<file path="src/rtl/audio_dac_serializer.sv">
`default_nettype none
// ============================================================================
//  Module      : audio_dac_serializer
//  Description : Stereo sample FIFO feeding an I2S serializer for the WM8731
//                DAC. The codec is bit-clock master; BCLK and DACLRCK are
//                synchronized into the CLOCK_50 domain and edge-detected.
//  Revision    : 1.0  initial release
// ============================================================================
module audio_dac_serializer #(
   parameter int DEPTH      = 16,
   parameter int DATA_WIDTH = 24,
   parameter int SLOT_BITS  = 32
) (
   input  logic                     CLOCK_50,
   input  logic                     reset,
   input  logic                     clear_audio_out_memory,
   input  logic [31:0]              left_channel_audio_out,
   input  logic [31:0]              right_channel_audio_out,
   input  logic                     write_audio_out,
   input  logic                     AUD_BCLK,
   input  logic                     AUD_DACLRCK,
   output logic                     audio_out_allowed,
   output logic                     AUD_DACDAT,
   output logic [$clog2(DEPTH):0]   fifo_used,
   output logic                     underrun,
   output logic                     overflow
);

   localparam int AW    = $clog2(DEPTH);
   localparam int CNT_W = AW + 1;
   localparam int BC_W  = $clog2(SLOT_BITS + 1);
   localparam int PAIR_W = 2 * DATA_WIDTH;

   localparam logic [CNT_W-1:0] C_FULL     = CNT_W'(DEPTH);
   localparam logic [BC_W-1:0]  C_DATA_LEN = BC_W'(DATA_WIDTH);
   localparam logic [BC_W-1:0]  C_SLOT_LEN = BC_W'(SLOT_BITS);

   // Pin synchronizers: [0] meta, [1] synced, [2] history
   logic [2:0]            bclk_pipe_q, bclk_pipe_d;
   logic [2:0]            lrck_pipe_q, lrck_pipe_d;

   // FIFO state
   logic [PAIR_W-1:0]     mem_q [DEPTH];
   logic [AW-1:0]         wr_ptr_q, wr_ptr_d;
   logic [AW-1:0]         rd_ptr_q, rd_ptr_d;
   logic [CNT_W-1:0]      count_q, count_d;
   logic                  allowed_q, allowed_d;
   logic                  overflow_q, overflow_d;
   logic                  underrun_q, underrun_d;

   // Serializer state
   logic [DATA_WIDTH-1:0] shift_q, shift_d;
   logic [DATA_WIDTH-1:0] right_hold_q, right_hold_d;
   logic [BC_W-1:0]       bit_cnt_q, bit_cnt_d;
   logic                  armed_q, armed_d;
   logic                  dacdat_q, dacdat_d;

   logic                  w_bclk_fall;
   logic                  w_lrck_fall;
   logic                  w_lrck_rise;
   logic                  w_push;
   logic                  w_pop;
   logic [PAIR_W-1:0]     w_wr_pair;
   logic [PAIR_W-1:0]     w_rd_pair;

   assign w_bclk_fall = bclk_pipe_q[2] & ~bclk_pipe_q[1];
   assign w_lrck_fall = lrck_pipe_q[2] & ~lrck_pipe_q[1];
   assign w_lrck_rise = ~lrck_pipe_q[2] & lrck_pipe_q[1];

   // A full FIFO refuses writes based on last cycle's flag, even if a pop lands now.
   assign w_push    = write_audio_out & allowed_q & ~clear_audio_out_memory;
   assign w_pop     = w_lrck_fall & (count_q != '0) & ~clear_audio_out_memory;
   assign w_wr_pair = {left_channel_audio_out[31 -: DATA_WIDTH],
                       right_channel_audio_out[31 -: DATA_WIDTH]};
   assign w_rd_pair = mem_q[rd_ptr_q];

   // Low sample bits below DATA_WIDTH are never serialized.
   generate
      if (DATA_WIDTH < 32) begin : g_unused_low
         logic unused_low_bits;
         assign unused_low_bits = ^{left_channel_audio_out[31-DATA_WIDTH:0],
                                    right_channel_audio_out[31-DATA_WIDTH:0]};
      end
   endgenerate

   // Next-state: synchronizers, FIFO bookkeeping and I2S shifter.
   always_comb begin
      bclk_pipe_d  = {bclk_pipe_q[1:0], AUD_BCLK};
      lrck_pipe_d  = {lrck_pipe_q[1:0], AUD_DACLRCK};
      wr_ptr_d     = wr_ptr_q;
      rd_ptr_d     = rd_ptr_q;
      count_d      = count_q;
      shift_d      = shift_q;
      right_hold_d = right_hold_q;
      bit_cnt_d    = bit_cnt_q;
      armed_d      = armed_q;
      dacdat_d     = dacdat_q;

      overflow_d   = write_audio_out & ~allowed_q;
      // A frame start that delivers no data (empty or flushed) is an underrun.
      underrun_d   = w_lrck_fall & ~w_pop;

      if (clear_audio_out_memory) begin
         wr_ptr_d = '0;
         rd_ptr_d = '0;
         count_d  = '0;
      end else begin
         if (w_push) wr_ptr_d = wr_ptr_q + AW'(1);
         if (w_pop)  rd_ptr_d = rd_ptr_q + AW'(1);
         case ({w_push, w_pop})
            2'b10:   count_d = count_q + CNT_W'(1);
            2'b01:   count_d = count_q - CNT_W'(1);
            default: count_d = count_q;
         endcase
      end
      allowed_d = (count_d != C_FULL);

      // LRCK edges take priority over a coincident BCLK fall, which yields
      // the one-bit I2S delay. Every left frame start arms the shifter;
      // a right half before the first frame start sends zeros.
      if (w_lrck_fall) begin
         armed_d      = 1'b1;
         bit_cnt_d    = '0;
         shift_d      = w_pop ? w_rd_pair[PAIR_W-1 -: DATA_WIDTH] : '0;
         right_hold_d = w_pop ? w_rd_pair[DATA_WIDTH-1:0] : '0;
      end else if (w_lrck_rise) begin
         bit_cnt_d = '0;
         shift_d   = armed_q ? right_hold_q : '0;
      end else if (w_bclk_fall) begin
         if (bit_cnt_q < C_DATA_LEN) begin
            dacdat_d = shift_q[DATA_WIDTH-1];
            shift_d  = {shift_q[DATA_WIDTH-2:0], 1'b0};
         end else begin
            dacdat_d = 1'b0;
         end
         if (bit_cnt_q < C_SLOT_LEN) bit_cnt_d = bit_cnt_q + BC_W'(1);
      end
   end

   // State registers with asynchronous reset.
   always_ff @(posedge CLOCK_50 or posedge reset) begin
      if (reset) begin
         bclk_pipe_q  <= '0;
         lrck_pipe_q  <= '0;
         wr_ptr_q     <= '0;
         rd_ptr_q     <= '0;
         count_q      <= '0;
         allowed_q    <= 1'b1;
         overflow_q   <= 1'b0;
         underrun_q   <= 1'b0;
         shift_q      <= '0;
         right_hold_q <= '0;
         bit_cnt_q    <= '0;
         armed_q      <= 1'b0;
         dacdat_q     <= 1'b0;
      end else begin
         bclk_pipe_q  <= bclk_pipe_d;
         lrck_pipe_q  <= lrck_pipe_d;
         wr_ptr_q     <= wr_ptr_d;
         rd_ptr_q     <= rd_ptr_d;
         count_q      <= count_d;
         allowed_q    <= allowed_d;
         overflow_q   <= overflow_d;
         underrun_q   <= underrun_d;
         shift_q      <= shift_d;
         right_hold_q <= right_hold_d;
         bit_cnt_q    <= bit_cnt_d;
         armed_q      <= armed_d;
         dacdat_q     <= dacdat_d;
      end
   end

   // Sample storage; contents are meaningless while the pointers say empty.
   always_ff @(posedge CLOCK_50) begin
      if (w_push) mem_q[wr_ptr_q] <= w_wr_pair;
   end

   assign audio_out_allowed = allowed_q;
   assign AUD_DACDAT        = dacdat_q;
   assign fifo_used         = count_q;
   assign underrun          = underrun_q;
   assign overflow          = overflow_q;

endmodule
`default_nettype wire

</file>
<file path="config.mk">
export PLATFORM = sky130hd
export DESIGN_NAME = audio_dac_serializer
export DESIGN_NICKNAME = d
export VERILOG_FILES = /design/src/rtl/audio_dac_serializer.sv
export SDC_FILE = /design/constraint.sdc
export NUM_CORES = 1
export LEC_CHECK = 0
export BUFFER_PORTS_ARGS = -buffer_cell sky130_fd_sc_hd__buf_2
export CAP_MARGIN = 25
export CORE_MARGIN = 1.5
export CORE_UTILIZATION = 37
export DETAILED_ROUTE_END_ITERATION = 8
export HOLD_SLACK_MARGIN = 0.03
export PLACE_DENSITY_LB_ADDON = 0.08
export RECOVER_POWER = 50
export SYNTH_ARGS = -nofsm -noshare
export SYNTH_HDL_FRONTEND = slang
export SYNTH_SLANG_ARGS = --single-unit
</file>
<file path="constraint.sdc">
create_clock -name CLOCK_50 -period 4.81 [get_ports CLOCK_50]
set_input_delay 0.481 -clock CLOCK_50 [delete_from_list [all_inputs] [get_ports CLOCK_50]]
set_output_delay 0.481 -clock CLOCK_50 [all_outputs]
set_load 0.05 [all_outputs]
</file>
Word level (Yosys, flattened, before mapping)
Memory sizes are Yosys's and may differ from the RTL's.
Index checks and enable logic that the tools add are counted.
Storage, ports and cells
  register bits: 78
  memories: 1
  memory bits (writable): 768
  output and inout port bits: 9
Memories
  mem_q: words 16, bits a word 48, rd ports 1, clocked after memory_dff 0, wr ports 1, line 43  | logic [PAIR_W-1:0] mem_q [DEPTH];
Cells by class
  bitwise logic cells: 17
  magnitude comparators: 2
  add/subtract/negate cells: 5
  reductions and logical operators: 9
  eq/ne operators: 3
  mux-type cells: 20
Operators with widths (count)
  two-way mux 24 bit: 7
  two-way mux 6 bit: 4
  two-way mux 4 bit: 4
  one-hot mux 5 bit (2 select lines): 1
  bitwise AND 1 bit: 9
  nonzero test 3 bit: 3
  adder 4 x 1 -> 4 bit (second input constant): 2
  NOT 1 bit: 8
  adder 6 x 1 -> 6 bit (second input constant): 1
  < comparator 6 x 5 -> 1 bit (second input constant): 1
  < comparator 6 bit (second input constant): 1
  adder 5 x 1 -> 5 bit (second input constant): 1
  two-way mux 5 bit: 1
  inequality test 5 bit (second input constant): 1
  nonzero test 5 bit: 1
  subtractor 5 x 1 -> 5 bit (second input constant): 1
  AND reduction 2 bit: 2
  nonzero test 2 bit: 2
  two-way mux 1 bit: 3
  AND reduction 3 bit: 1
  == test 2 x 1 -> 1 bit (second input constant): 1
  == test 2 bit (second input constant): 1

Logic depth before layout (Yosys ltp)
Gate-level depths: netlist of run 1.
  depth in word-level cells: 8
  mapped depth: 15

Least setup slack after synthesis of run 1
No wires, ideal clock.
  kind: reg-to-reg
  start: register allowed_q, in the netlist audio_out_allowed
  end: memory mem_q[1][0] (netlist name) (enable)
  required time: 4.297 ns
  period minus slack after synthesis: 5.035 ns
  data arrival time: 4.522 ns
  cell stages (with the launch flop): 5
  slack: -0.225 ns
  buffers on the path: 0
  path through: dfstp_2 -> nand2_1 -> nor2_1 -> nand2_1 -> nor3_1
On the way
  word-level cells in the longest chain between the ends: 4
RTL lines
  from (decl): line 47  | logic allowed_q, allowed_d;
  from (signal assigned): line 162  | allowed_q <= allowed_d;
  bitwise AND 1 bit (2 in series): line 71  | assign w_push = write_audio_out & allowed_q & ~clear_audio_out_memory;
  two-way mux 1 bit: line 175  | if (w_push) mem_q[wr_ptr_q] <= w_wr_pair;
  two-way mux 1 bit (implied by the code): line 175
  to (decl): line 43
Every way passes these cells.

Worst setup path after layout of run 1
  start: register lrck_pipe_q[1]
  end: register shift_q[23]
On the way
  word-level cells in the longest chain between the ends: 6
  elaborated cells between the ends (all ways): 11
  those cells by class: 3 x mux; 5 x bitwise; 3 x reduce/logical
RTL lines
  from (decl): line 40  | logic [2:0] lrck_pipe_q, lrck_pipe_d;
  from (signal assigned): line 158  | lrck_pipe_q <= lrck_pipe_d;
  NOT 1 bit: line 67  | assign w_lrck_fall = lrck_pipe_q[2] & ~lrck_pipe_q[1];
  bitwise AND 1 bit: line 67
  bitwise AND 1 bit (2 in series): line 72  | assign w_pop = w_lrck_fall & (count_q != '0) & ~clear_audio_out_memory;
  two-way mux 24 bit: line 124  | shift_d = w_pop ? w_rd_pair[PAIR_W-1 -: DATA_WIDTH] : '0;
  two-way mux 24 bit: line 121  | if (w_lrck_fall) begin
  to (signal assigned): line 165  | shift_q <= shift_d;
  to (decl): line 52  | logic [DATA_WIDTH-1:0] shift_q, shift_d;
Several ways; a longest one is shown, not always the timed one.
A chain may end at the register's enable or synchronous reset.

==> results of run 1 <==
[stage by stage]
step           utilization, %  power [uW]  setup WS (ps)  instances
2_1_floorplan               -        9020           1060       1583
5_1_grt                  43.4       16800            675       2949
3_3_place_gp             39.7        9360           1270       2765
6_report                 43.4       16300           1040       2949
4_1_cts                  43.5       16500           1240       2947
3_5_place_dp             40.0        9400           1260       2772
[registers in the layout, indices dropped and copies added (netlist names), 3 cells and up]
| signal | flops |
|---|---|
| fifo_used | 5 |
| bit_cnt_q | 6 |
| right_hold_q | 24 |
| mem_q | 768 |
| wr_ptr_q | 4 |
| shift_q | 24 |
| rd_ptr_q | 4 |
| lrck_pipe_q | 3 |
| bclk_pipe_q | 3 |
[cell families (layout without fill, tap and decap cells)]
family	after synthesis	after routing	share of synthesized area (%)
adders and majority gates	11	11	0.423
AOI/OAI and AO/OA	241	241	4.99
xor gates and xnor gates	11	11	0.296
buffers and inverters	124	335	1.70
DFF	846	846	77.0
and+or+nand+nor	155	155	2.23
muxes	195	195	13.4
[power by group]
part           leakage [uW]  switching, uW  internal, uW  total [uW]
registers           0.00792           90.0          8180        8270
logic               0.00250            539           418         958
clock network       0.00148           2880          4160        7040
total                0.0119           3510         12700       16300
[cell type report]
cell class	count	area, um2	area share, %
Inverter	34	129	0.342
Timing Repair Buffer	129	1030	2.72
Tap cell	1155	1450	3.83
Clock inverter	59	564	1.50
Sequential cell	846	25000	66.3
Clock buffer	113	2440	6.48
Multi-Input combinational cell	613	7110	18.8
[critical path, delay by kind of cell (launching register included)]
kind                     cells  cell delay [ps]
buffers and inverters        3             1900
adder cells (fa/ha/maj)      1              200
AND/OR/NAND/NOR              2              520
flip-flops                   1              400
AO/OA/AOI/OAI                3              630
[per-layer routing]
layer	vias up	track usage, %
met3	135	3.57
li1	6805	-
met4	8	5.10
met5	-	0
met1	8533	26.5
met2	361	29.1
[final timing paths]
| check | slack [ps] | endpoint | start |
|---|---|---|---|
| max | 1040 | shift_q[23] | lrck_pipe_q[1] |
| min in group asynchronous | 490 | wr_ptr_q[3] | reset |
| min | 160 | overflow | write_audio_out |
| max in group asynchronous | 2140 | rd_ptr_q[0] | reset |
| max reg2reg | 1040 | shift_q[23] | lrck_pipe_q[1] |
| min reg2reg | 360 | bclk_pipe_q[1] | bclk_pipe_q[0] |
[placed cells by master (no fill, tap or decap), types with 3 or more instances in the layout]
master,n
edfxtp_1,768
mux4_2,192
a22oi_1,96
clkbuf_16,95
dfrtp_1,75
clkbuf_1,67
nand2_1,64
o21ai_0,52
buf_4,45
inv_1,32
a21oi_1,30
nor2b_1,26
o22a_1,24
a31oi_1,23
clkinv_1,21
nor2_1,20
clkinv_2,20
nor2_4,13
buf_2,13
ha_1,10
bufinv_16,10
buf_12,9
buf_16,8
nand3_1,7
xnor2_1,6
xor2_1,5
nor3_4,4
a22o_1,3
mux2i_1,3
or3_1,3
nand2b_1,3
dlygate4sd3_1,3
==> impl_metrics.py, run 1 <==
metrics = {
    "worst_hold_path": {
        "holdPathStages": 2,
        "min_path_type": "in2reg",
    },
    "floorplan": {
        "fp-row-count": 108,
        "io_pins": 79,
        "initial_core_util_pct": 37.4,
        "die_area_mm2": 0.0896,
        "die_w_um": 299,
        "core_area_mm2": 0.0869,
        "die_h_um": 299,
    },
    "drt": {
        "wl_met2_mm": 38.2,
        "routed_wl_mm": 81.6,
        "first_pass_iters": 5,
        "drt_first_iter_violations": 1350,
        "top_layer": "met5",
        "wl_per_cell_um": 27.7,
        "antenna_left": 0,
        "drc_errors": 0,
        "wl_met3_mm": 3.93,
        "num_vias": 15842,
        "wl_met1_mm": 37.5,
        "post_drt_via_cell_ratio": 5.37,
    },
    "worst_setup_path": {
        "cp.required_ps": 5340,
        "end_kind": "flop",
        "crit_chain": "inv_1 -> ha_1 -> clkbuf_1 -> or2_0 -> nor2_1 -> a21oi_4 -> buf_12 -> o21ai_0 -> o22a_1",
        "worst-path-max-fanout": 52,
        "startpoint_type": "flop",
        "slowest_stage": "clkbuf_1",
        "reg2reg_depth": 9,
        "crit_type": "reg2reg",
        "worst_ep_arrival_time_ps": 4300,
        "critPathMaxStageDelay_ps": 1600,
    },
    "place": {
        "dp_hpwl_mm": 43.3,
        "placed_area_mm2": 0.0347,
        "gp_routability_congestion": 0.732,
        "io_buffers": 62,
    },
    "power_and_ir_drop": {
        "pwr_density_cell_mw_per_mm2": 431,
        "ir_drop_mv": 0.259,
        "leakagePower_uw": 0.0119,
    },
    "timing": {
        "fmax_mhz": 265,
        "hold_slack_ps": 156,
        "period_share_pct": 78.4,
        "slew_violations": 115,
        "rsz0062_at_grt": "no",
        "tns_ps": 0,
        "period_minus_slack_ps": 3770,
        "setup_viol": 0,
        "worst_slew_pin_slew_ps": 2220,
        "finClkSkew_ps": 22.6,
        "maxSlewHeadroom_pct": -48.3,
        "hold_viol_final": 0,
    },
    "global_route": {
        "grt_pass1_wl_mm": 119,
        "antenna_found_initial": 4,
        "track_usage_pct": 18.5,
        "grt_max_degree": 62,
        "grt.overflow.total": 0,
        "grt_pass1_vias": 16779,
    },
    "clocking": {
        "cts_tree": "built",
        "htreeDepth": 3,
        "post_cts_buffers": 0,
        "cts-root-buf": "clkbuf_16",
        "hold_buffers": 3,
        "clock_insertion_delay_worst_skew_ps": 640,
        "clock_sinks": 846,
        "numCtsBuffers": 95,
        "post_cts_resized": 0,
        "clock_path_buffers": 3,
        "clk_pin_slew_ps": 60,
    },
    "logic_synthesis": {
        "ys_types": 49,
        "syn_area_mm2": 0.0325,
        "post-synth-top-count-cell": "edfxtp_1",
        "avgSynthCellArea_um2": 20.5,
        "ys_seq_elements": 846,
        "synthArstFlopShare_pct": 9.22,
        "syn_inst": 1583,
        "synth_top_cell_by_area": "edfxtp_1",
        "synth.top_cell.area_share_pct": 71.0,
        "synth_top_flop_cell": "edfxtp_1",
        "ys_seq_area_share_pct": 77.0,
        "synth_area_leaders": "edfxtp_1, mux4_2, dfrtp_1, a22oi_1, o21ai_0",
        "ys_warn_count": 0,
        "netlist_top_cells_count": "edfxtp_1, mux4_2, a22oi_1",
        "syn_nets": 1664,
        "synth_edf_count": 768,
    },
    "final_layout": {
        "fillers": 7547,
        "final_cell_area_mm2": 0.0377,
        "synthToLayoutAreaGrowth_pct": 16.1,
        "antenna_cells": 0,
        "fin_nets": 1800,
        "drive_above_1_share_pct": 24.0,
    },
    "run": {
        "cap_violations": 2,
    },
    "status": {
        "status": "finished, violations left",
        "violations": "capacitance limit, slew limit",
    },
}
(Power assumes the default switching activity.)
==> run 2: changes to the inputs <==
- ABC_AREA: unset -> 1
- clock period: 4.81 -> 3.42 ns (I/O delays scaled with it)
==> run 2 against run 1 <==
Against the previous run:
- the flow now finishes without violations
- count of clock-buffer cells in the layout is 8 higher
- sequential cell count stayed put
- sequential share of layout area is 2.2 points lower
- core utilization is 0.30 points lower
- critical path depth is 5 higher
- via count is 38% higher
- die area is 4.5% higher
- global-route usage is 1.9 points higher
- final area is 3.5% higher
- final cell count is 43% higher
- largest cell class unchanged
==> impl_metrics.py, run 2 <==
metrics = {
    "status": {
        "status": "completed",
    },
    "power_and_ir_drop": {
        "seqPwrFrac_pct": 50.2,
        "internal_power_uw": 17700,
        "sw_frac_of_total_pct": 23.5,
        "power_uw": 23100,
        "leakagePower_uw": 0.0140,
        "ir_drop_mv": 0.411,
        "pwr_density_cell_mw_per_mm2": 592,
        "p_switching_uw": 5440,
        "combPwrFrac_pct": 7.5,
        "p_clk_share_pct": 42.3,
    },
    "clocking": {
        "clk_pin_slew_ps": 60,
        "cts-root-buf": "clkbuf_16",
        "clock_path_buffers": 3,
        "clock_insertion_delay_worst_skew_ps": 670,
        "numCtsBuffers": 94,
        "cts_tree": "built",
        "clock_sinks": 846,
        "htreeDepth": 3,
        "post_cts_buffers": 0,
    },
    "worst_hold_path": {
        "hold_path_end": "fifo_used[4]",
        "holdPathStages": 2,
        "min_path_type": "in2reg",
        "holdCritStartpoint": "clear_audio_out_memory",
    },
    "timing": {
        "timing.final.ws_setup_ps": 649,
        "fmax_mhz": 361,
        "worst_slew_pin_slew_ps": 990,
        "rsz0062_at_grt": "no",
        "maxSlewHeadroom_pct": 34.0,
        "hold_slack_ps": 108,
        "period_share_pct": 81.0,
        "hold_viol_final": 0,
        "setup_viol": 0,
        "finClkSkew_ps": 22.4,
        "period_minus_slack_ps": 2770,
        "slew_violations": 0,
    },
    "worst_setup_path": {
        "crit_type": "reg2reg",
        "cpMostUsedCell": "nand2_1",
        "slowest_stage": "dfstp_1",
        "crit_chain": "nand2_1 -> nor2_1 -> inv_1 -> ha_1 -> nand2_1 -> inv_1 -> nor2_1 -> ha_1 -> o21ai_0 -> o21ai_0 -> inv_1 -> nand2_1 -> a21oi_1 -> nand2_1",
        "cp.required_ps": 4000,
        "critPathMaxStageDelay_ps": 560,
        "regToRegStartpoint": "audio_out_allowed",
        "end_kind": "flop",
        "r2r_end": "audio_out_allowed",
        "worst-path-max-fanout": 6,
        "worst_ep_arrival_time_ps": 3350,
        "startpoint_type": "flop",
        "ff2ff_setup_slack_ps": 650,
        "reg2reg_depth": 14,
    },
    "logic_synthesis": {
        "synth.top_cell.area_share_pct": 67.8,
        "synth_edf_count": 768,
        "syn_nets": 2962,
        "avgSynthCellArea_um2": 11.8,
        "synth_top_cell_by_area": "edfxtp_1",
        "syn_area_mm2": 0.0340,
        "synth_top_flop_cell": "edfxtp_1",
        "ys_seq_area_share_pct": 73.6,
        "ys_seq_elements": 846,
        "syn_inst": 2881,
        "ys_types": 29,
        "post-synth-top-count-cell": "nand2_1",
        "netlist_top_cells_count": "nand2_1, edfxtp_1, nand3_1",
        "synth_area_leaders": "edfxtp_1, nand3_1, nand2_1, dfrtp_1, nor2_1",
        "synthArstFlopShare_pct": 9.22,
        "ys_warn_count": 0,
    },
    "global_route": {
        "grt_max_degree": 167,
        "track_usage_pct": 20.5,
        "grt.overflow.total": 0,
        "grt_pass1_wl_mm": 142,
        "antenna_found_initial": 2,
        "grt_pass1_vias": 21071,
    },
    "floorplan": {
        "initial_core_util_pct": 37.5,
        "io_pins": 79,
        "die_h_um": 306,
        "fp-row-count": 110,
        "die_area_mm2": 0.0937,
        "core_area_mm2": 0.0906,
        "die_w_um": 306,
    },
    "drt": {
        "post_drt_via_cell_ratio": 5.19,
        "drc_errors": 0,
        "drt_first_iter_violations": 1734,
        "wl_per_cell_um": 22.8,
        "num_vias": 21835,
        "antenna_left": 0,
        "routed_wl_mm": 95.9,
        "first_pass_iters": 5,
    },
    "place": {
        "gp_routability_congestion": 0.792,
        "io_buffers": 62,
        "place_ws_ps": 698,
        "placed_area_mm2": 0.0360,
        "dp_hpwl_mm": 47.4,
    },
    "final_layout": {
        "final_cell_area_mm2": 0.0391,
        "reg.largest.list": "mem_q: 768 flops, right_hold_q: 24 flops, shift_q: 24 flops",
        "utilization_pct": 43.1,
        "regArea_mm2": 0.0250,
        "drive_above_1_share_pct": 8.36,
        "final_cell_mix": "nand2_1, edfxtp_1, nand3_1, nor2_1, clkbuf_16",
        "fillers": 8448,
        "final_common_cell": "nand2_1",
        "largest_reg_flops": 768,
        "multi_input_area_mm2": 0.00807,
        "fin_nets": 3034,
        "largest_register": "mem_q",
        "antenna_cells": 0,
        "synthToLayoutAreaGrowth_pct": 14.9,
    },
    "run": {
        "cap_violations": 0,
    },
}
run 2: per-stage QoR:
step,TNS [ps],std cells
after floorplan,-251490,2881
after global placement,0,4014
after detailed placement,0,4015
after CTS,0,4204
after global routing,0,4204
final,0,4204
run 2: power by group through the flow:
stage / Sequential [uW] / Clock [uW] / Combinational [uW]
after floorplan: 11800 / 0 / 1090
after global placement: 11800 / 0 / 1710
after detailed placement: 11800 / 0 / 1740
after CTS: 11600 / 10000 / 1770
after global routing: 11600 / 10400 / 1950
final: 11600 / 9770 / 1730
run 2: final cells by class:
cell class	count	area share, %
sequential	846	64.1
multi-input combinational	1803	20.7
clock buffer	121	6.49
tap	1176	3.77
timing repair buffer	146	3.20
clock inverter	50	1.16
inverter	62	0.637
run 2: how the worst max path moves through the flow:
| stage | endpoint | depth (start not counted) | slack [ps] | from |
|---|---|---|---|---|
| 6_report | audio_out_allowed | 14 | 650 | audio_out_allowed |
| 5_1_grt | audio_out_allowed | 14 | 370 | audio_out_allowed |
| 4_1_cts | audio_out_allowed | 14 | 680 | audio_out_allowed |
| 3_5_place_dp | audio_out_allowed | 14 | 700 | audio_out_allowed |
| 3_3_place_gp | audio_out_allowed | 14 | 690 | audio_out_allowed |
| 2_1_floorplan | mem_q[11][0] | 2 | -1310 | audio_out_allowed |
run 2: critical path, delay by kind of cell, from the launching register on:
| kind | cells | cell delay [ps] |
|---|---|---|
| compound gates | 3 | 460 |
| buf+inv | 3 | 380 |
| fa+ha+maj | 2 | 620 |
| flops | 1 | 560 |
| simple gates | 6 | 680 |
run 2: repair_timing:
action	CTS	global route
hold endpoints to repair	183	0
hold buffers	18	0
resized for setup	0	0
run 2: kinds of logic after synthesis:
| kind of cell | count (synthesis) | synth area share [%] |
|---|---|---|
| adder cells (fa/ha/maj) | 11 | 0.405 |
| AND/OR/NAND/NOR | 1703 | 21.4 |
| AO/OA/AOI/OAI | 86 | 1.44 |
| XOR/XNOR | 3 | 0.0773 |
| flip-flops | 846 | 73.6 |
| buffers and inverters | 232 | 3.05 |
run 2: layer usage:
metal / global-route usage [%] / share of wire (%) / up-vias
met1: 29.6 / 47 / 10884
met4: 5.19 / 2.2 / 4
met2: 32.6 / 47 / 548
met3: 2.72 / 4.5 / 131
met5: 0 / 0.022 / -
li1: - / - / 10268
